$ cat src/rtl/cpu_ctrl_pkg.sv
// rtl/cpu_ctrl_pkg.sv - shared opcodes, state encoding and ALU op codes for the control sequencer
package cpu_ctrl_pkg;

  localparam int OPW = 5;

  localparam logic [OPW-1:0] OP_LD   = 5'b00000;
  localparam logic [OPW-1:0] OP_LDI  = 5'b00001;
  localparam logic [OPW-1:0] OP_ST   = 5'b00010;
  localparam logic [OPW-1:0] OP_ADDI = 5'b00011;
  localparam logic [OPW-1:0] OP_ANDI = 5'b00100;
  localparam logic [OPW-1:0] OP_ORI  = 5'b00101;
  localparam logic [OPW-1:0] OP_NOP  = 5'b11010;
  localparam logic [OPW-1:0] OP_HALT = 5'b11011;

  localparam logic [1:0] ALU_ADD  = 2'd0;
  localparam logic [1:0] ALU_AND  = 2'd1;
  localparam logic [1:0] ALU_OR   = 2'd2;
  localparam logic [1:0] ALU_NONE = 2'd3;

  typedef enum logic [3:0] {
    ST_RST    = 4'd0,
    ST_F0     = 4'd1,
    ST_F1     = 4'd2,
    ST_F2     = 4'd3,
    ST_E3     = 4'd4,
    ST_E4     = 4'd5,
    ST_E5     = 4'd6,
    ST_E6     = 4'd7,
    ST_E7     = 4'd8,
    ST_HALTED = 4'd9
  } state_e;

endpackage

$ cat src/rtl/cs_decode.sv
// rtl/cs_decode.sv - maps an opcode to instruction class flags and an ALU op
module cs_decode
  import cpu_ctrl_pkg::*;
(
  input  logic [OPW-1:0] op_i,
  output logic           is_mem_o,
  output logic           is_ld_o,
  output logic           is_st_o,
  output logic           is_ldi_o,
  output logic           is_alu_o,
  output logic           is_halt_o,
  output logic           is_illegal_o,
  output logic [1:0]     alu_op_o
);

  always_comb begin
    is_mem_o     = 1'b0;
    is_ld_o      = 1'b0;
    is_st_o      = 1'b0;
    is_ldi_o     = 1'b0;
    is_alu_o     = 1'b0;
    is_halt_o    = 1'b0;
    is_illegal_o = 1'b0;
    alu_op_o     = ALU_NONE;
    case (op_i)
      OP_LD:   begin is_mem_o = 1'b1; is_ld_o  = 1'b1; alu_op_o = ALU_ADD; end
      OP_LDI:  begin is_mem_o = 1'b1; is_ldi_o = 1'b1; alu_op_o = ALU_ADD; end
      OP_ST:   begin is_mem_o = 1'b1; is_st_o  = 1'b1; alu_op_o = ALU_ADD; end
      OP_ADDI: begin is_alu_o = 1'b1; alu_op_o = ALU_ADD; end
      OP_ANDI: begin is_alu_o = 1'b1; alu_op_o = ALU_AND; end
      OP_ORI:  begin is_alu_o = 1'b1; alu_op_o = ALU_OR;  end
      OP_NOP:  ;
      OP_HALT: is_halt_o = 1'b1;
      default: is_illegal_o = 1'b1;
    endcase
  end

endmodule

$ cat src/rtl/control_sequencer.sv
// rtl/control_sequencer.sv - Moore control unit sequencing fetch and execute strobes for the datapath
module control_sequencer #(
  parameter int OPW = cpu_ctrl_pkg::OPW
) (
  input  logic        clock,
  input  logic        clear,
  input  logic [31:0] ir,
  input  logic        stop,
  input  logic        go,
  output logic        PCout,
  output logic        Zlowout,
  output logic        MDRout,
  output logic        Csignout,
  output logic        BAout,
  output logic        Rout,
  output logic        PCin,
  output logic        MARin,
  output logic        MDRin,
  output logic        IRin,
  output logic        Yin,
  output logic        Zlowin,
  output logic        Rin,
  output logic        Gra,
  output logic        Grb,
  output logic        IncPC,
  output logic        ADD,
  output logic        AND,
  output logic        OR,
  output logic        Read,
  output logic        Write,
  output logic        MD_read,
  output logic        MAR_clear,
  output logic        run,
  output logic        illegal
);

  import cpu_ctrl_pkg::*;

  state_e     state_q, state_d;
  state_e     boundary;
  logic       is_mem, is_ld, is_st, is_ldi, is_alu, is_halt, is_illegal;
  logic [1:0] alu_op;
  logic       ir_unused;

  assign ir_unused = ^ir[31-OPW:0];

  cs_decode u_decode (
    .op_i         (ir[31 -: OPW]),
    .is_mem_o     (is_mem),
    .is_ld_o      (is_ld),
    .is_st_o      (is_st),
    .is_ldi_o     (is_ldi),
    .is_alu_o     (is_alu),
    .is_halt_o    (is_halt),
    .is_illegal_o (is_illegal),
    .alu_op_o     (alu_op)
  );

  // Every entry into F0 is an instruction boundary where a pending stop diverts to HALTED.
  assign boundary = stop ? ST_HALTED : ST_F0;

  always_ff @(posedge clock or negedge clear) begin
    if (!clear) state_q <= ST_RST;
    else        state_q <= state_d;
  end

  always_comb begin
    state_d = state_q;
    {PCout, Zlowout, MDRout, Csignout, BAout, Rout} = '0;
    {PCin, MARin, MDRin, IRin, Yin, Zlowin, Rin}    = '0;
    {Gra, Grb, IncPC, ADD, AND, OR}                 = '0;
    {Read, Write, MD_read, MAR_clear, illegal}      = '0;
    run = (state_q != ST_RST) && (state_q != ST_HALTED);

    case (state_q)
      ST_RST: begin
        MAR_clear = 1'b1;
        state_d   = boundary;
      end
      ST_F0: begin
        {PCout, MARin, IncPC, Zlowin} = '1;
        state_d = ST_F1;
      end
      ST_F1: begin
        {Zlowout, PCin, Read, MDRin, MD_read} = '1;
        state_d = ST_F2;
      end
      ST_F2: begin
        {MDRout, IRin} = '1;
        state_d = ST_E3;
      end
      ST_E3: begin
        if (is_mem)      {Grb, BAout, Yin} = '1;
        else if (is_alu) {Grb, Rout, Yin}  = '1;
        illegal = is_illegal;
        if (is_halt)               state_d = ST_HALTED;
        else if (is_mem || is_alu) state_d = ST_E4;
        else                       state_d = boundary;
      end
      ST_E4: begin
        {Csignout, Zlowin} = '1;
        ADD     = (is_mem || is_alu) && (alu_op == ALU_ADD);
        AND     = is_alu && (alu_op == ALU_AND);
        OR      = is_alu && (alu_op == ALU_OR);
        state_d = ST_E5;
      end
      ST_E5: begin
        if (is_ld || is_st) begin
          {Zlowout, MARin} = '1;
          state_d = ST_E6;
        end else begin
          {Zlowout, Gra, Rin} = {3{is_ldi || is_alu}};
          state_d = boundary;
        end
      end
      ST_E6: begin
        if (is_ld)      {Read, MD_read, MDRin} = '1;
        else if (is_st) {Gra, Rout, MDRin}     = '1;
        state_d = ST_E7;
      end
      ST_E7: begin
        if (is_ld)      {MDRout, Gra, Rin} = '1;
        else if (is_st) Write = 1'b1;
        state_d = boundary;
      end
      ST_HALTED: begin
        if (go && !stop) state_d = ST_F0;
      end
      default: state_d = ST_RST;
    endcase
  end

endmodule

$ cat config.mk
export PLATFORM = sky130hd
export DESIGN_NAME = control_sequencer
export DESIGN_NICKNAME = d
export VERILOG_FILES = /design/src/rtl/cpu_ctrl_pkg.sv /design/src/rtl/cs_decode.sv /design/src/rtl/control_sequencer.sv
export SDC_FILE = /design/constraint.sdc
export NUM_CORES = 1
export LEC_CHECK = 0
export BUFFER_PORTS_ARGS = -buffer_cell sky130_fd_sc_hd__buf_2
export CORE_UTILIZATION = 35
export DETAILED_ROUTE_END_ITERATION = 10
export MAX_ROUTING_LAYER = met4
export PLACE_DENSITY = 0.92
export SETUP_SLACK_MARGIN = 0.02
export SLEW_MARGIN = 20
export SYNTH_ARGS = -nofsm -noshare
export SYNTH_HDL_FRONTEND = slang
export SYNTH_SLANG_ARGS = --single-unit
$ cat constraint.sdc
create_clock -name clock -period 4.9 [get_ports clock]
set_clock_uncertainty 0.05 [all_clocks]
set_input_delay 1.47 -clock clock [delete_from_list [all_inputs] [get_ports clock]]
set_output_delay 1.47 -clock clock [all_outputs]
set_load 0.05 [all_outputs]
### Word-level counts from Yosys, hierarchy flattened

Index checks and enable logic that the tools add are counted.

| storage, ports and cells | value |
|---|---|
| register bits | 4 |
| output and inout port bits | 25 |
| word-level logic and storage cells | 86 |

| cells by class | value |
|---|---|
| equal/unequal tests | 20 |
| mux-type cells | 46 |
| reductions and logical operators | 19 |

Operators by type and width:

| cell | number |
|---|---|
| $pmux 4 s9 | 1 |
| $mux 1 | 31 |
| $mux 4 | 5 |
| $eq 4x3->1 const B | 4 |
| $pmux 1 s2 | 7 |
| $eq 5x2->1 const B | 2 |
| $eq 5x3->1 const B | 2 |
| $eq 5x5->1 const B | 2 |
| $eq 4x2->1 const B | 2 |
| $eq 4x4->1 const B | 2 |
| $reduce_or 8->1 | 1 |
| $pmux 2 s3 | 1 |
| $reduce_or 3->1 | 2 |
| $eq 5x1->1 const B | 1 |
| $logic_and 1x1->1 | 5 |
| $logic_not 5->1 | 1 |
| $eq 4x1->1 const B | 1 |
| $logic_not 4->1 | 1 |
| $ne 4x4->1 const B | 1 |
| $reduce_bool 4->1 | 1 |
| $reduce_or 2->1 | 2 |
| $reduce_or 4->1 | 1 |
| $logic_or 1x1->1 | 3 |
| $pmux 1 s3 | 1 |
| 5 further kinds | 5 |

### Logic depth before layout (Yosys ltp)

| logic depth | value |
|---|---|
| depth in word-level cells | 7 |
| depth in mapped cells | 5 |

### Modules after synthesis

From an unflattened synthesis, not the netlist that was laid out.

| unflattened totals | value |
|---|---|
| cells, all modules | 103 |
| area, all modules | 726.9 um2 |

By module, submodules not included:

| module | times used | cells each | area an instance (um2) | seq. area each (um2) |
|---|---|---|---|---|
| control_sequencer | 1 | 85 | 613.1 | 100.1 |
| cs_decode | 1 | 18 | 113.9 | 0.0 |

### Worst setup path before layout

Ideal clock, no wire load.

| timing path | value |
|---|---|
| kind | in2out |
| start point | in ir[31] |
| end point | out Read |
| arrival | 4,047 ps |
| required time | 3,380 ps |
| path slack | -667 ps |
| stages | 5 |
| cells stage by stage | buf_6 or4_4 or3_4 o21ai_0 buf_4 |

| on the way | value |
|---|---|
| longest elaborated chain between the ends | 4 |

RTL lines:

| what | line | RTL |
|---|---|---|
| from (decl) | control_sequencer.sv:7 | `input logic [31:0] ir,` |
| $logic_not 5->1 | cs_decode.sv:25 | `case (op_i)` |
| $mux 1 | cs_decode.sv:25 |  |
| $mux 1 | -- |  |
| $pmux 1 s2 | -- |  |
| to (decl) | control_sequencer.sv:29 | `output logic Read,` |

Every way passes these cells.

### Final worst setup path

| timing path | value |
|---|---|
| start point | in ir[31] |
| end point | out Rout |

| on the way | value |
|---|---|
| longest elaborated chain between the ends | 6 |
| elaborated cells on any way between the ends | 17 |

RTL lines:

| what | line | RTL |
|---|---|---|
| $eq 5x2->1 or $eq 5x3->1 (tied branches) | cs_decode.sv:25 |  |
| $reduce_or 3->1 (no line) | -- |  |
| $mux 1 | cs_decode.sv:25 |  |
| $mux 1 | control_sequencer.sv:94 | `else if (is_alu) {Grb, Rout, Yin} = '1;` |
| $mux 1 | control_sequencer.sv:93 | `if (is_mem) {Grb, BAout, Yin} = '1;` |
| $pmux 1 s2 (*) | control_sequencer.sv:75 | `case (state_q)` |
| to (decl) | control_sequencer.sv:15 | `output logic Rout,` |

Mark *: on every way between the ends. The rest lies on a longest branch, timed or not.

==> impl_summary.log <==
[metrics] worst path arrival time: approximately 3000 ps
[metrics] post-detail-place hpwl: 1250 um
[metrics] post-synthesis to final-layout area growth: 26.9%
[metrics] area of the die: roughly 1900 um2
[metrics] Worst Setup Slack post-DPL: about 300 ps
[metrics] count of standard-cell rows: 14
[metrics] Area after DPL: roughly 730 um2
[metrics] Power Density: approximately 740 nW/um2
[metrics] Seq cells post-synth: 4
[metrics] fraction of the mapped netlist area in simple logic gates: 0.481
[metrics] post-route design area: between 700 and 800 um2
[metrics] Finished Core Util: 0.486
[metrics] Synth Warn #: 0
[metrics] clock sinks: 4
[metrics] global-route wire length before repair: about 2500 um
[metrics] final critical delay including setup and external delays: roughly 4600 ps
[metrics] top register by number of flip-flops: state_q
[metrics] synth unique cells: 32
[metrics] hold crit path type: reg -> reg
[metrics] Final Power: about 0.55 mW
[metrics] initial core utilization: 0.383
[metrics] drt wl/cell: between 10 and 15 um
[metrics] total routing resource utilization after global routing: 0.182
[metrics] buffer and inverter count on the worst path: 2
[metrics] final non-filler cell total: 130
[metrics] syn avg cell area: slightly below 7 um2
[metrics] critical path start-end classification: in -> out
[metrics] fraction of synthesized cell area taken by the top area cell type: 0.169
[metrics] routed vias: around 730
[metrics] number of pins with negative max-slew slack in the final report: 0
[metrics] Diodes inserted: 0
[metrics] dominant combinational cell family by area after synthesis: simple AND/OR/NAND/NOR gates
[metrics] Post-Synth Adder-Cell Area: 0
[metrics] unrepaired setup endpoints after global routing: false
[metrics] top flop regs: state_q x4
[metrics] clock tree from TritonCTS: yes
[metrics] Critical Path Slowest Stage Cell: sky130_fd_sc_hd__or4_4
[metrics] DR DRC count: 0
[metrics] ANT nets after route: 0
[metrics] # H-tree levels: 1
[metrics] die height: around 43 um
[metrics] detailed-route vias per instance: roughly 5.6
[metrics] clock input transition at the sequential cells of the worst setup and hold paths: ~30 ps
[metrics] first-iteration detailed-routing DRC count: 11
[metrics] type of element launching the critical path: primary input
[metrics] area leader, netlist: sky130_fd_sc_hd__dfrtp_1
[metrics] FMAX: 217 MHz
[metrics] fraction of final layout cells with drive strength greater than 1: 0.386
[metrics] number of primary I/O pins: 61
[metrics] biggest fanout along the worst timing path: 9
[metrics] Static Leak: 0.398 nW
[metrics] final weighted congestion in routability-driven placement: between 0.7 and 0.8
[metrics] Total Nets Final: between 150 and 200
[metrics] number of buffers added by the clock tree synthesis step: 3
[metrics] DRT Pass-1 Iters: 5
[metrics] insertion delay to the later sink of the worst-skew pair: between 200 and 250 ps
[metrics] number of setup violations in the final report: 0
[metrics] xor/xnor cell area share of the yosys netlist: 0.0148
[metrics] peak ir drop on the vdd network: around 0.38 mV
[metrics] slew of the pin with the lowest slew margin: around 490 ps
[metrics] number of nets produced by synthesis: around 120
[metrics] number of violations of the max-capacitance limit: 0
[metrics] Detailed Route WL: between 1500 and 2000 um
[metrics] count of hold-fix buffers inserted at cts: 0
[metrics] CP peak stage delay: 560 ps
[metrics] cell types occupying the most area after synthesis: sky130_fd_sc_hd__dfrtp_1, sky130_fd_sc_hd__nand2_1, sky130_fd_sc_hd__o21ai_0
[metrics] outcome: finished clean
[metrics] post-synthesis mux area share: 0.0191
[metrics] fill cell total of the finished layout: 161
[metrics] worst hold slack after final layout: approximately 690 ps
[metrics] worst setup slack after layout: 296 ps
[metrics] data required time of the critical path: 3380 ps
[metrics] crit-path most repeated cell: sky130_fd_sc_hd__buf_2
[metrics] initial antenna violation count: 0
[metrics] Synth Area in Compound Gates: 0.195
[metrics] CTS-repair resized insts: 0
[metrics] setup TNS: 0 ps
[metrics] sequential element share of the synthesized area: 0.169
[metrics] max reg flops: 4
[metrics] pin count of the biggest net entering global routing: 18
[metrics] Mapped Cells: 85
[metrics] Root Buffer: sky130_fd_sc_hd__clkbuf_4
[metrics] Final Hold Vio Count: 0
[metrics] Max-slew headroom: 0.675
[metrics] via count of the first global-routing pass: a little over 600
[metrics] GRT Residual Overflow: 0
[metrics] Clock Tree Buf Depth: 2
[metrics] Top delay family on crit path: simple AND/OR/NAND/NOR gates
[metrics] netlist area before placement: between 500 and 600 um2
[metrics] core region area: around 1500 um2
[metrics] horizontal die dimension: 43.1 um
[metrics] Critical Path End Type: output port
[metrics] list of cells traversed by the critical path: buf_2 -> or4_4 -> or3_4 -> a21oi_2 -> a41o_2 -> buf_2
[metrics] ratio of final minimum period to clock period: 0.940
[metrics] placed cell count: about 130
[metrics] number of port buffers: 33
[metrics] post-CTS setup-driven buffer insertion count: 0
==> cell usage after synthesis, drive strengths merged <==
library cell	number
and2	1
o21ai	7
nor2b	4
inv	2
or3	1
or4	1
clkbuf	3
and4	1
o21bai	3
mux2	1
buf	6
and4b	1
nand3	4
nand2	11
nand4bb	1
a211oi	1
xnor2	1
a41o	1
a21oi	5
nand2b	4
or2b	1
nor4b	1
dfrtp	4
nor3	5
or4b	1
nand4	1
a32o	1
nor4	3
nand3b	1
nor2	8
==> power by group <==
group	internal [mW]	switching, mW	total (mW)	leakage (nW)
Sequential	0.0483	0.0530	0.101	0.0506
Combinational	0.107	0.303	0.410	0.334
Clock	0.0274	0.0140	0.0415	0.0138
Total	0.183	0.370	0.552	0.398
==> tightest hold or removal path: stages, from the launching register on <==
cell,delay [ps]
sky130_fd_sc_hd__dfrtp_1,490
sky130_fd_sc_hd__nand3b_1,140
sky130_fd_sc_hd__a21oi_1,60
==> final timing paths <==
path                             from    endpoint  slack, ps  cells after the start
setup / recovery               ir[31]        Rout        300                      6
hold / removal             state_q[1]  state_q[1]        690                      2
setup reg to reg           state_q[3]  state_q[3]       3540                      4
hold reg to reg            state_q[1]  state_q[1]        690                      2
max in group asynchronous       clear  state_q[1]       3700                      1
min in group asynchronous       clear  state_q[2]        980                      1
==> final cells by class <==
| type | instances | area (um2) | share of cell area |
|---|---|---|---|
| flip-flops and latches | 4 | 100 | 0.134 |
| multi-input cells | 70 | 419 | 0.559 |
| inverters | 2 | 7.51 | 0.0100 |
| repair buffers | 35 | 180 | 0.240 |
| clock buffers | 3 | 22.5 | 0.0301 |
| well taps | 16 | 20.0 | 0.0267 |
==> layout by cell type (no fill, tap or decap), drive strengths merged, types with 4 or more instances in the layout <==
cell type,count
nor2,8
o21ai,7
nor3,5
nand2b,4
a21oi,5
buf,35
nand3,4
nand2,11
nor2b,4
dfrtp,4
==> layer usage <==
layer	GRT usage	wire [um]	up-vias
met3	0	78	2
met1	0.220	708	330
met4	0.103	20	0
met2	0.306	830	33
met5	-	0	-
li1	-	-	364
==> kinds of logic after synthesis <==
family                    count (synthesis)
AOI/OAI and AO/OA                        18
xor gates and xnor gates                  1
buffers and inverters                    11
DFF                                       4
muxes                                     1
and+or+nand+nor                          50
Note: power is estimated with default switching activity, not from simulation.
